===== config.mk =====
export PLATFORM = sky130hd
export DESIGN_NAME = switch_io_port
export DESIGN_NICKNAME = d
export VERILOG_FILES = /design/src/rtl/io_map_pkg.sv /design/src/rtl/switch_io_port_debounce_tick.sv /design/src/rtl/switch_io_port.sv
export SDC_FILE = /design/constraint.sdc
export NUM_CORES = 1
export LEC_CHECK = 0
export CORE_ASPECT_RATIO = 0.7
export CORE_MARGIN = 2
export CORE_UTILIZATION = 34
export DETAILED_ROUTE_END_ITERATION = 6
export GPL_ROUTABILITY_DRIVEN = 0
export PLACE_DENSITY = 0.65
export RECOVER_POWER = 25
export SLEW_MARGIN = 10
export SYNTH_ARGS = -nofsm -noshare
export SYNTH_HDL_FRONTEND = slang
export SYNTH_SLANG_ARGS = --single-unit

===== constraint.sdc =====
create_clock -name clk -period 2.3 [get_ports clk]
set_input_delay 0.69 -clock clk [delete_from_list [all_inputs] [get_ports clk]]
set_output_delay 0.69 -clock clk [all_outputs]
set_load 0.01 [all_outputs]

===== src/rtl/io_map_pkg.sv =====
// io_map_pkg: CPU IO address map and bus width default shared by the IO decode.
package io_map_pkg;
  localparam int DATA_W_DEFAULT = 16;
  localparam logic [15:0] IO_MEM = 16'hCFFD;
  localparam logic [15:0] SWITCHES_LOC = 16'hCFFD;
  localparam logic [15:0] LEDS_LOC = 16'hCFFE;
  localparam logic [15:0] SW_STATUS_LOC = 16'hCFFF;
endpackage


===== src/rtl/switch_io_port_debounce_tick.sv =====
// debounce_tick: free-running 0..DEBOUNCE_CYCLES-1 counter with a one-cycle tick at the wrap.
module debounce_tick #(
  parameter int DEBOUNCE_CYCLES = 500000,
  parameter int CNT_W = 19
) (
  input  logic clk,
  input  logic reset,
  output logic tick
);
  logic [CNT_W-1:0] cnt_q, cnt_d;
  assign tick = cnt_q == CNT_W'(DEBOUNCE_CYCLES - 1);
  assign cnt_d = tick ? '0 : cnt_q + CNT_W'(1);
  always_ff @(posedge clk or negedge reset)
    if (!reset) cnt_q <= '0;
    else cnt_q <= cnt_d;
endmodule


===== src/rtl/switch_io_port.sv =====
// switch_io_port: synchronized, debounced switch input port on the CPU IO read path.
// Define SWITCH_CHANGE_EN to add the sticky change flags, SW_STATUS_LOC and irq.
module switch_io_port
  import io_map_pkg::*;
#(
  parameter int NSW = 10,
  parameter int DATA_W = DATA_W_DEFAULT,
  parameter int DEBOUNCE_CYCLES = 500000,
  parameter int CNT_W = 19
) (
  input  logic              clk,
  input  logic              reset,
  input  logic [NSW-1:0]    sw_raw,
  input  logic [DATA_W-1:0] addr,
  input  logic              rd_en,
  input  logic              wr_en,
  input  logic [DATA_W-1:0] wdata,
  output logic [DATA_W-1:0] rdata,
  output logic              rd_hit,
  output logic              irq,
  output logic [NSW-1:0]    sw_stable
);
  logic tick;
  logic [NSW-1:0] meta_q, sync_q, samp_q, samp_d, stable_q, stable_d, agree, st_val;
  logic [DATA_W-1:0] rdata_q, rdata_d;
  logic rd_hit_q, rd_hit_d, hit_sw, hit_st, unused_ok;

  debounce_tick #(.DEBOUNCE_CYCLES(DEBOUNCE_CYCLES), .CNT_W(CNT_W)) u_tick (
    .clk  (clk),
    .reset(reset),
    .tick (tick)
  );

  // A bit is accepted only when two consecutive tick samples agree.
  assign agree = ~(sync_q ^ samp_q);
  assign hit_sw = addr == DATA_W'(SWITCHES_LOC);
  assign unused_ok = ^{wr_en, wdata};

  always_comb begin
    samp_d = tick ? sync_q : samp_q;
    stable_d = tick ? (agree & sync_q) | (~agree & stable_q) : stable_q;
    rd_hit_d = rd_en & (hit_sw | hit_st);
    rdata_d = !rd_en ? rdata_q : hit_sw ? DATA_W'(stable_q) : hit_st ? DATA_W'(st_val) : '0;
  end

  always_ff @(posedge clk or negedge reset)
    if (!reset) begin
      meta_q <= '0;
      sync_q <= '0;
      samp_q <= '0;
      stable_q <= '0;
      rdata_q <= '0;
      rd_hit_q <= 1'b0;
    end else begin
      meta_q <= sw_raw;
      sync_q <= meta_q;
      samp_q <= samp_d;
      stable_q <= stable_d;
      rdata_q <= rdata_d;
      rd_hit_q <= rd_hit_d;
    end

`ifdef SWITCH_CHANGE_EN
  logic [NSW-1:0] prev_q, change_q, change_d, clr;
  logic irq_q;
  assign hit_st = addr == DATA_W'(SW_STATUS_LOC);
  assign st_val = change_q;
  assign irq = irq_q;
  // A fresh toggle is OR-ed in after the clear so a coincident set survives.
  assign clr = (wr_en && hit_st) ? wdata[NSW-1:0] : '0;
  assign change_d = (change_q & ~clr) | (stable_q ^ prev_q);
  always_ff @(posedge clk or negedge reset)
    if (!reset) begin
      prev_q <= '0;
      change_q <= '0;
      irq_q <= 1'b0;
    end else begin
      prev_q <= stable_q;
      change_q <= change_d;
      irq_q <= |change_q;
    end
`else
  assign hit_st = 1'b0;
  assign st_val = '0;
  assign irq = 1'b0;
`endif

  assign rdata = rdata_q;
  assign rd_hit = rd_hit_q;
  assign sw_stable = stable_q;
endmodule

======== Word-level counts from Yosys, hierarchy flattened ========
Index checks and enable logic that the tools add are counted.
Widths: inputs -> output; s select.
storage, ports and cells
  output and inout bits ................... 28
  input port bits ......................... 46
  register bits after elaboration ......... 76
  word-level logic and storage cells ...... 19
operators by class
  $add $sub $neg .......................... 1
  multiplexer cells ....................... 2
  eq/ne operators ......................... 2
  bitwise gates (word level) .............. 7
operators by type and width
  cell                   count
  $and 10x10->10         2
  $not 10->10            2
  $add 19x1->19 const B  1
  $eq 19x19->1 const B   1
  $mux 19                1
  $eq 16x16->1 const B   1
  $mux 10                1
  $or 10x10->10          1
  $xor 10x10->10         1
  $and 1x1->1            1

======== Longest topological paths before layout ========
  depth after elaboration ................. 5
  depth in mapped cells ................... 6
  gate-level depth less buffers ........... 5

======== By module ========
A second synthesis with hierarchy kept.
second synthesis, totals
  cells, all modules ...................... 227
  area, all modules ....................... 2837.7 um^2
modules (own cells, without submodules)
  module          times used  sequential area each (um^2)  cells each  area an instance (um^2)
  switch_io_port  1           1276.2                       142         1920.6
  debounce_tick   1           475.5                        85          917.1

======== Worst setup path before layout ========
No wires, ideal clock.
  path kind ............................... input -> register
  start point ............................. input port addr[1]
  end point ............................... register rdata_q[0], in the netlist rdata[0]
  library setup time ...................... 0.066 ns
  arrival ................................. 1.583 ns
  cell stages on the path ................. 5
  buffers on the path ..................... 1
  setup slack ............................. 0.651 ns
  path through ............................ nand4b_1 -> nor4_1 -> and4b_1 -> buf_2 -> a22o_1
between the ends
  word-level cells in the longest chain between the ends .. 2
RTL lines
  element                 RTL line              source
  start: declaration      switch_io_port.sv:14  input logic [DATA_W-1:0] addr,
  $eq 16x16->1            switch_io_port.sv:36  assign hit_sw = addr == DATA_W'(SWITCHES_LOC);
  $mux 10                 switch_io_port.sv:43  rdata_d = !rd_en ? rdata_q : hit_sw ? DATA_W'(stable_q) : hit_st ? DATA_W'(st_val) : '0;
  end signal: assignment  switch_io_port.sv:59  rdata_q <= rdata_d;
  end: declaration        switch_io_port.sv:25  logic [DATA_W-1:0] rdata_q, rdata_d;
No other way between the ends.
A chain may end at the register's enable or synchronous reset.

==> flow_metrics.env <==
export IMPL_status="finished, final reports clean"
export IMPL_cts_inserted_buffers=9
export IMPL_final_cell_mix="dfrtp_1, clkdlybuf4s50_1, nand3_1"
export IMPL_tightest_slew_ns=1.008
export IMPL_startpoint_type="flip-flop"
export IMPL_grt_max_degree=42
export IMPL_synthTopCellsByArea="dfrtp_1, o31ai_1, a22o_1"
export IMPL_setup_viol=0
export IMPL_core_area_um2=7939
export IMPL_grt_setup_unrepaired="false"
export IMPL_area_delta_synth_final_pct=33.05
export IMPL_netlist_area_um2=2798
export IMPL_drc=0
export IMPL_die_w_um=112.4
export IMPL_drt_pass1_iterations=4
export IMPL_dp_final_hpwl_um=4104
export IMPL_wire_per_inst_um=14.44
export IMPL_htree_levels=3
export IMPL_grt_ovfl_total=0
export IMPL_worstSetupPathType="reg2out"
export IMPL_drive_above_1_share_pct=11.67
export IMPL_p_int_w=0.002133
export IMPL_clk_pin_slew_worst_paths_ns=0.06
export IMPL_cts_setup_buffers=0
export IMPL_yosysUniqueCellTypes=34
export IMPL_postRouteAntennaNets=0
export IMPL_required_ns=1.61
export IMPL_wl_met1_um=2816
export IMPL_p_comb_share_pct=3.0
export IMPL_pwr_share_seq_pct=46.8
export IMPL_period_needed_ns=2.051
export IMPL_layout_commonest_cell="dfrtp_1"
export IMPL_slowest_stage="clkdlybuf4s50_1"
export IMPL_ir_worst_vdd_mv=0.3961
export IMPL_grt_use_total_pct=13.86
export IMPL_avgSynthCellArea_um2=11.91
export IMPL_path_delay_family="buffers and inverters"
export IMPL_final_hold_viol_count=0
export IMPL_antenna_cells=0
export IMPL_crit_path_max_fanout=4
export IMPL_dieArea_um2=8982
export IMPL_yosysTopAreaCellShare_pct=62.61
export IMPL_maxUsedRoutingLayer="met4"
export IMPL_grt_pass1_wl_um=9660
export IMPL_nFillCells=731
export IMPL_clock_sinks=70
export IMPL_wl_met3_um=444
export IMPL_drt_iter0_drc=84
export IMPL_rows=27
export IMPL_ctsHoldBuffers=0
export IMPL_crit_path_max_incr_delay_ns=0.58
export IMPL_worstPathArrival_ns=1.36
export IMPL_setup_tns_ns=0
export IMPL_die_h_um=79.90
export IMPL_relSlewSlack_pct=32.82
export IMPL_worst_slack_ns=0.2493
export IMPL_io_buffers=49
export IMPL_clk_path_buf_depth=2
export IMPL_r2r_slack_ns=0.46
export IMPL_vias=2002
export IMPL_synth_area_leader_cell="dfrtp_1"
export IMPL_cts_tree="built"
export IMPL_maxCapViolCount=0
export IMPL_ys_seq_area_share_pct=62.61
export IMPL_final_max_slew_viol_count=0
export IMPL_pre_cts_ws_ns=0.06793
export IMPL_hold_path_class="reg2reg"
export IMPL_p_clk_share_pct=50.2
export IMPL_p_switching_w=0.0005613
export IMPL_p_per_area_nw_per_um2=723.8
export IMPL_post_route_period_util_pct=89.16
export IMPL_dr_wl_met2_um=2426
export IMPL_cp_cell_sequence="clkdlybuf4s50_1"
export IMPL_finClkSkew_ns=0.005476
export IMPL_insertion_delay_ns=0.33
export IMPL_cp_end_kind="primary output"
export IMPL_start_util_pct=35.24
export IMPL_grt_pass1_vias=1915
export IMPL_power_leakage_nw=1.593
export IMPL_vias_per_cell=4.993
export IMPL_antenna_found_initial=0
export IMPL_switching_share_pct=20.83
export IMPL_synth_warnings=0
export IMPL_synth_seq_cells=70
export IMPL_nNetsFinal=342
export IMPL_drt_total_wl_um=5792
export IMPL_cts_resized=0
export IMPL_cp_buffers_inverters=1
export IMPL_cts_root_buf="clkbuf_16"
export IMPL_syn_inst=235
export IMPL_fmax_mhz=487.6
export IMPL_ioPinCount=74
## metrics by stage
stage | total power [W] | hold slack (ns) | instances | instance area (µm²) | util [%]
after floorplan | 0.001297 | 0.3312 | 241 | 2820 | -
after global placement | 0.001367 | 0.3332 | 385 | 3441 | 43.34
after detailed placement | 0.001370 | 0.3347 | 385 | 3441 | 43.34
after CTS | 0.002735 | 0.2445 | 401 | 3739 | 47.09
after global routing | 0.002812 | 0.3521 | 401 | 3722 | 46.89
final | 0.002694 | 0.3478 | 401 | 3722 | 46.89
## cells in the mapped netlist
master	n
a21oi_2	1
nor2_1	13
o21ai_0	10
conb_1	1
nand4_2	3
clkinv_1	1
a21oi_1	12
and4_4	2
xor2_1	6
nand3_1	17
or2_1	1
a22o_1	10
xnor2_1	8
buf_2	4
and4b_1	1
and4_1	1
or4_4	1
nand4_4	1
nand4b_1	2
nor4_1	3
or4_1	2
o31ai_1	13
buf_4	7
nand4_1	4
clkbuf_1	5
and4_2	1
a31oi_1	10
nor2b_1	3
dfrtp_1	70
and3_1	2
nor4b_1	1
ha_1	1
nand2_1	6
inv_1	12
## area by class of cell
| class | instances | area, µm² | share of cell area, % |
|---|---|---|---|
| Clock buffer | 9 | 225.2 | 6.050 |
| Clock inverter | 7 | 72.57 | 1.950 |
| Tap cell | 101 | 126.4 | 3.395 |
| Multi-Input combinational cell | 142 | 928.4 | 24.94 |
| Sequential cell | 70 | 1752 | 47.06 |
| Timing Repair Buffer | 59 | 569.3 | 15.29 |
| Inverter | 13 | 48.80 | 1.311 |
## power groups by stage
| stage | Clock (W) | Combinational (W) | Sequential (W) |
|---|---|---|---|
| CTS | 0.00139 | 0.0000869 | 0.00126 |
| finish | 0.00135 | 0.0000809 | 0.00126 |
| detailed placement | 0 | 0.0000869 | 0.00128 |
| global route | 0.00146 | 0.0000901 | 0.00126 |
| global placement | 0 | 0.0000856 | 0.00128 |
| floorplan | 0 | 0.0000183 | 0.00128 |
## logic make-up after synthesis
logic type | share of synthesized area, %
xor+xnor | 4.383
buf+inv | 5.009
flops | 62.61
fa+ha+maj | 0.4472
other cells | 0.1340
compound gates | 13.10
simple gates | 14.31
## final timing paths
kind	endpoint	depth (start not counted)	startpoint
worst min-delay path	sync_q[3]	0	meta_q[3]
worst max-delay path	sw_stable[1]	1	flip-flop
min in group asynchronous	u_tick.cnt_q[10]	1	reset
worst max register to register	samp_q[6]	6	u_tick.cnt_q[0]
max in group asynchronous	asynchronous set/reset pin	2	reset
worst min register to register	sync_q[3]	0	meta_q[3]
## routing by layer
metal	track usage, %	vias up
met4	5.000	0
met3	5.771	9
met5	0	-
met2	19.76	64
li1	-	959
met1	18.90	970
(Power assumes the default switching activity.)
